[src/rtl/word_aligner_pkg.sv]
// Shared constants and types for the 10-bit word aligner and its comma detector.
package word_aligner_pkg;

    localparam int WORD_W  = 10;
    localparam int PHASE_W = 4;
    localparam int CNT_W   = 16;

    // Bit position of the last bit of a word; a bit_en cycle at this phase is a boundary.
    localparam logic [PHASE_W-1:0] PHASE_LAST = 4'd9;
    // Fill counter saturation value: a full window has been received.
    localparam logic [PHASE_W-1:0] FILL_FULL  = 4'd10;

    // The line comma flagged by comma_detector.
    localparam logic [WORD_W-1:0] COMMA_PAT = 10'b1010001110;

    typedef enum logic [1:0] {
        ST_HUNT   = 2'd0,
        ST_VERIFY = 2'd1,
        ST_LOCKED = 2'd2
    } state_t;

    // Advance a bit position by one, wrapping after the last bit of a word.
    function automatic logic [PHASE_W-1:0] phase_inc(input logic [PHASE_W-1:0] p);
        return (p == PHASE_LAST) ? '0 : p + 4'd1;
    endfunction

endpackage

[src/rtl/comma_detector.sv]
// Combinational comma detector: flags a 10-bit window equal to the line comma.
module comma_detector
    import word_aligner_pkg::*;
(
    input  logic [WORD_W-1:0] pi,
    output logic              det
);

    assign det = (pi == COMMA_PAT);

endmodule

[src/rtl/word_aligner.sv]
// Serial-to-parallel word aligner: hunts for commas, verifies a consistent
// word phase, then emits aligned 10-bit words with a one-cycle valid strobe.
module word_aligner
    import word_aligner_pkg::*;
#(
    parameter int LOCK_COUNT = 3,
    parameter int LOSS_COUNT = 4,
    parameter int MAX_GAP    = 64
) (
    input  logic              clk,
    input  logic              rst,
    input  logic              bit_in,
    input  logic              bit_en,
    output logic [WORD_W-1:0] word_out,
    output logic              word_valid,
    output logic              comma_out,
    output logic              locked,
    output logic              align_err
);

    localparam logic [CNT_W-1:0] LOCK_C  = CNT_W'(LOCK_COUNT);
    localparam logic [CNT_W-1:0] LOSS_C  = CNT_W'(LOSS_COUNT);
    localparam logic [CNT_W-1:0] GAP_C   = CNT_W'(MAX_GAP);
    localparam logic [CNT_W-1:0] CNT_ONE = CNT_W'(1);
    localparam bit               GAP_EN  = (MAX_GAP != 0);

    logic [WORD_W-1:0]  win_q,   win_d;
    logic [PHASE_W-1:0] fill_q,  fill_d;
    logic [PHASE_W-1:0] phase_q, phase_d;
    state_t             state_q, state_d;
    logic [CNT_W-1:0]   good_q,  good_d;
    logic [CNT_W-1:0]   miss_q,  miss_d;
    logic [CNT_W-1:0]   gap_q,   gap_d;
    logic [WORD_W-1:0]  word_q,  word_d;
    logic               valid_q, valid_d;
    logic               comma_q, comma_d;
    logic               locked_q, locked_d;
    logic               err_q,   err_d;

    logic [WORD_W-1:0]  win_next;
    logic               det_raw;
    logic               qdet;
    logic               boundary;

    // The detector looks at the window as it will be after this cycle's shift.
    assign win_next = {win_q[WORD_W-2:0], bit_in};

    comma_detector u_comma_detector (
        .pi  (win_next),
        .det (det_raw)
    );

    // A detection only counts on a shift cycle once ten bits have arrived since reset.
    assign qdet     = bit_en && det_raw && (fill_q >= (FILL_FULL - 4'd1));
    assign boundary = bit_en && (phase_q == PHASE_LAST);

    // Next-state logic: shift/fill/phase tracking plus the HUNT/VERIFY/LOCKED FSM.
    always_comb begin
        win_d    = win_q;
        fill_d   = fill_q;
        phase_d  = phase_q;
        state_d  = state_q;
        good_d   = good_q;
        miss_d   = miss_q;
        gap_d    = gap_q;
        word_d   = word_q;
        comma_d  = comma_q;
        valid_d  = 1'b0;
        err_d    = 1'b0;

        if (bit_en) begin
            win_d   = win_next;
            fill_d  = (fill_q == FILL_FULL) ? FILL_FULL : fill_q + 4'd1;
            phase_d = phase_inc(phase_q);
        end

        unique case (state_q)
            ST_HUNT: begin
                // A comma marks the current bit as the end of a word.
                if (qdet) begin
                    phase_d = '0;
                    good_d  = CNT_ONE;
                    state_d = ST_VERIFY;
                end
            end
            ST_VERIFY: begin
                if (boundary) begin
                    if (qdet) begin
                        good_d = good_q + CNT_ONE;
                        if (good_d >= LOCK_C) begin
                            state_d = ST_LOCKED;
                            miss_d  = '0;
                            gap_d   = '0;
                        end
                    end else begin
                        state_d = ST_HUNT;
                    end
                end else if (qdet) begin
                    // Comma at a different phase: restart verification there.
                    phase_d = '0;
                    good_d  = CNT_ONE;
                end
            end
            ST_LOCKED: begin
                if (boundary) begin
                    word_d  = win_next;
                    comma_d = qdet;
                    valid_d = 1'b1;
                    if (qdet) begin
                        miss_d = '0;
                        gap_d  = '0;
                    end else begin
                        gap_d = gap_q + CNT_ONE;
                    end
                end else if (qdet) begin
                    miss_d = miss_q + CNT_ONE;
                end
                // Either loss condition (or both) yields a single error pulse.
                if ((miss_d >= LOSS_C) || (GAP_EN && (gap_d >= GAP_C))) begin
                    state_d = ST_HUNT;
                    err_d   = 1'b1;
                end
            end
            default: begin
                state_d = ST_HUNT;
            end
        endcase

        locked_d = (state_d == ST_LOCKED);
    end

    // State and output registers with synchronous reset.
    always_ff @(posedge clk) begin
        if (rst) begin
            win_q    <= '0;
            fill_q   <= '0;
            phase_q  <= '0;
            state_q  <= ST_HUNT;
            good_q   <= '0;
            miss_q   <= '0;
            gap_q    <= '0;
            word_q   <= '0;
            valid_q  <= 1'b0;
            comma_q  <= 1'b0;
            locked_q <= 1'b0;
            err_q    <= 1'b0;
        end else begin
            win_q    <= win_d;
            fill_q   <= fill_d;
            phase_q  <= phase_d;
            state_q  <= state_d;
            good_q   <= good_d;
            miss_q   <= miss_d;
            gap_q    <= gap_d;
            word_q   <= word_d;
            valid_q  <= valid_d;
            comma_q  <= comma_d;
            locked_q <= locked_d;
            err_q    <= err_d;
        end
    end

    assign word_out   = word_q;
    assign word_valid = valid_q;
    assign comma_out  = comma_q;
    assign locked     = locked_q;
    assign align_err  = err_q;

endmodule

[config.mk]
export PLATFORM = sky130hd
export DESIGN_NAME = word_aligner
export DESIGN_NICKNAME = d
export VERILOG_FILES = /design/src/rtl/word_aligner_pkg.sv /design/src/rtl/comma_detector.sv /design/src/rtl/word_aligner.sv
export SDC_FILE = /design/constraint.sdc
export NUM_CORES = 1
export LEC_CHECK = 0
export ABC_AREA = 1
export CAP_MARGIN = 5
export CORE_MARGIN = 2
export CORE_UTILIZATION = 35
export CTS_BUF_LIST = sky130_fd_sc_hd__clkbuf_2
export DETAILED_ROUTE_END_ITERATION = 16
export SLEW_MARGIN = 30
export SYNTH_ARGS = -nofsm -noshare
export SYNTH_HDL_FRONTEND = slang
export SYNTH_SLANG_ARGS = --single-unit
[constraint.sdc]
create_clock -name clk -period 2.3 [get_ports clk]
set_input_delay 0.46 -clock clk [delete_from_list [all_inputs] [get_ports clk]]
set_output_delay 0.46 -clock clk [all_outputs]
set_load 0.02 [all_outputs]
==> flow_metrics.tcl <==
set metrics [dict create \
    place_congestion 0.8554 \
    clock_latency_ns 0.61 \
    reg2regPathDepth 14 \
    pre_cts_ws_ns -0.2912 \
    cts.root.buffer_cell "clkbuf_2" \
    nNetsFinal 792 \
    grt_pass1_vias 4312 \
    path_clk_slew_ns 0.24 \
    num_vias 4697 \
    viasPerCell 4.872 \
    die_w_um 122.8 \
    period_share_pct 91.33 \
    hpwl_mm 9.340 \
    dr_wl_met3_um 363 \
    hp-class "reg2reg" \
    status "complete, no violations" \
    syn_to_final_growth_pct 20.40 \
    cp_num_cells 14 \
    worstSetupStartpoint "good_q[1]" \
    routed_wl_mm 12.31 \
    power_mw 2.482 \
    crit_type "reg2reg" \
    cts_made_buffers 9 \
    stdcell_count 964 \
    maxSlewViolCount 0 \
    cp.required_ns 2.85 \
    tritoncts "yes" \
    clockBufferDepth 2 \
    path_max_fanout 8 \
    drt_iter0_markers 247 \
    cp_common_cell "nand2_1" \
    dieHeight_um 122.8 \
    crit_slowest_cell "dfxtp_2" \
    setup_slack_ns 0.1994 \
    skew_ns 0.01897 \
    worstSetupEndpointType "flip-flop" \
    fmax_ghz 0.4760 \
    antenna_found_initial 1 \
    drc 0 \
    r2r_setup_slack_ns 0.20 \
    route.antenna.remaining_nets 0 \
    r2r_end "gap_q[5]" \
    ys_warn_count 0 \
    fp-row-count 43 \
    cts_sinks 81 \
    start_util_pct 35.71 \
    synthesis.area_um2 4937 \
    wl_met1_mm 6.063 \
    powerDensity_nw_per_um2 417.6 \
    first_pass_iters 5 \
    finalSetupViolCount 0 \
    slowest_delay_ns 0.42 \
    crit_path_end "gap_q[5]" \
    crit_chain "ha_1 > nand2_2 > nor2_2 > nand3_1 > nand2_1 > nand2_1 > inv_2 > nand2_1 > nor2_1 > nand3_2 > nand2_4 > buf_4 > nand3_2 > a21oi_2" \
    wl_met2_mm 5.697 \
    cp_top_family "simple AND/OR/NAND/NOR gates" \
    die-area_um2 15070 \
    slew-limit-headroom_pct 72.88 \
    synthesis.nets 712 \
    p_leak_nw 2.463 \
    ys_seq_elements 81 \
    portBuffers 17 \
    cap_violations 0 \
    wire_per_inst_um 12.77 \
    drive_gt1_share_pct 23.75 \
    grt-ovfl-total 0 \
    cts.htree.levels 3 \
    grt_start_max_net_pins 24 \
    coreArea_um2 13830 \
    final.min_clock_period_ns 2.101 \
    avgSynthCellArea_um2 7.063 \
    r2r-start "good_q[1]" \
    cp.arrival_ns 2.65 \
    worst_pin_slew_ns 0.4055 \
    track_usage_pct 17.60 \
    fin_area_um2 5944 \
    highest_layer "met4" \
    synth_cell_types 45 \
    grt_pass1_wl_mm 20.73 \
    ys_seq_area_share_pct 32.84 \
    crit_buf_inv 2 \
    synthCells 699 \
    fin_setup_tns_ns 0 \
    start_kind "flip-flop" \
    ir_drop_mv 0.2905 \
    finalHoldViolCount 0 \
    dpl-instance-area_um2 5779 \
    io_pins 18 \
    placedCellCount 946 \
]
## worst min path at each step
stage          startpoint          to  slack [ns]  depth (start not counted)
6_report        comma_out   comma_out        0.49                          2
5_1_grt         gap_q[14]   gap_q[14]        0.53                          2
4_1_cts         comma_out   comma_out        0.50                          2
3_5_place_dp   good_q[15]  good_q[15]        0.46                          1
3_3_place_gp   good_q[15]  good_q[15]        0.45                          1
2_1_floorplan  good_q[15]  good_q[15]        0.44                          1
## stage by stage
stage / hold slack [ns] / utilization, %
finish: 0.4921 / 42.99
global route: 0.5265 / 42.99
CTS: 0.5036 / 42.77
detailed placement: 0.4603 / 41.80
global placement: 0.4533 / 41.80
floorplan: 0.4399 / -
## flip-flops by register name, summed over array words and instances, names as in the netlist
signal,count
phase_q,4
align_err,1
fill_q,4
locked,1
good_q,16
comma_out,1
state_q,2
gap_q,16
word_valid,1
win_q,9
word_out,10
miss_q,16
## cells in the mapped netlist
master	number	area (um2)
ha_1	9	112.6
clkbuf_1	7	26.28
nor3_1	8	40.04
buf_2	5	25.02
nand4_1	15	93.84
o22ai_2	10	125.1
nor2_4	7	78.83
nand3_4	1	17.52
o21bai_1	9	67.56
o211ai_1	3	22.52
a21oi_1	28	140.1
a21o_1	1	7.510
nor3_4	1	16.27
nand3_2	20	200.2
nand2_1	167	626.9
a21oi_2	10	87.58
buf_1	1	3.750
buf_8	2	30.03
a211oi_1	1	7.510
nand3_1	59	295.3
dfxtp_1	81	1622
nand4_2	4	50.05
xor2_1	7	61.31
nor3b_1	1	7.510
xnor2_1	1	8.760
o22ai_1	13	81.33
inv_2	10	37.54
o21ai_0	32	160.2
nor4_1	1	6.260
nand3b_1	3	22.52
nor2_1	68	255.2
buf_6	5	56.30
inv_1	71	266.5
nor2_8	1	20.02
nor2_2	14	87.58
or2_2	2	12.51
clkinv_2	1	5.000
nand2_2	5	31.28
a311oi_1	1	8.760
a2bb2oi_1	1	8.760
o21ai_1	4	20.02
nand2_4	6	67.56
and2_1	1	6.260
inv_4	1	6.260
clkinv_1	1	3.750
## routing by layer
metal,up-vias,track usage (%)
met5,-,0
met4,0,5.675
met3,15,4.461
met2,54,27.87
met1,2157,23.35
li1,2471,-
## layout make-up
type	count	area, um2
inverter	84	319.1
fill	1445	7883
antenna	1	2.502
tap	180	225.2
sequential	81	1629
clock inverter	6	90.09
timing repair buffer	89	773.2
clock buffer	9	45.04
multi-input combinational	514	2860
## logic make-up (layout without fill, tap and decap cells)
kind of cell / after synthesis / count (layout) / share of synthesized area (%)
flops: 81 / 81 / 32.84
simple gates: 384 / 384 / 39.20
other cells: 0 / 1 / 0
fa+ha+maj: 9 / 9 / 2.281
compound gates: 113 / 113 / 14.93
buf+inv: 104 / 188 / 9.326
xor+xnor: 8 / 8 / 1.419
## layout by cell type (no fill, tap or decap), drive strengths merged
master | Yosys | layout
nor3 | 9 | 9
a21oi | 38 | 38
nand2 | 178 | 178
o211ai | 3 | 3
a21o | 1 | 1
nor3b | 1 | 1
a2bb2oi | 1 | 1
buf | 13 | 72
nand3b | 3 | 3
o22ai | 23 | 23
dfxtp | 81 | 81
or2 | 2 | 2
bufinv | 0 | 2
and2 | 1 | 1
a211oi | 1 | 1
clkdlybuf4s50 | 0 | 17
diode | 0 | 1
xor2 | 7 | 7
o21bai | 9 | 9
clkinvlp | 0 | 1
nor4 | 1 | 1
clkinv | 2 | 3
xnor2 | 1 | 1
nor2 | 90 | 90
a311oi | 1 | 1
o21ai | 36 | 36
ha | 9 | 9
nand3 | 80 | 80
clkbuf | 7 | 9
inv | 82 | 84
nand4 | 19 | 19
## repair_timing
item,CTS,global route
buffers inserted,0,2
setup endpoints to repair,0,34
hold buffers,0,0
resized for setup,0,7
## where the power goes
part / switching, mW / leakage, nW / total, mW / internal (mW)
registers: 0.0148 / 0.657 / 1.44 / 1.42
logic: 0.0796 / 1.73 / 0.131 / 0.0510
clock network: 0.556 / 0.0788 / 0.915 / 0.359
total: 0.650 / 2.46 / 2.48 / 1.83
## worst register-to-register path, stage by stage (launching register included)
cell	delay, ns
dfxtp_2	0.42
ha_1	0.21
nand2_2	0.09
nor2_2	0.22
nand3_1	0.11
nand2_1	0.07
nand2_1	0.06
inv_2	0.06
nand2_1	0.05
nor2_1	0.12
nand3_2	0.13
nand2_4	0.10
buf_4	0.20
nand3_2	0.09
a21oi_2	0.12
(Power assumes the default switching activity.)
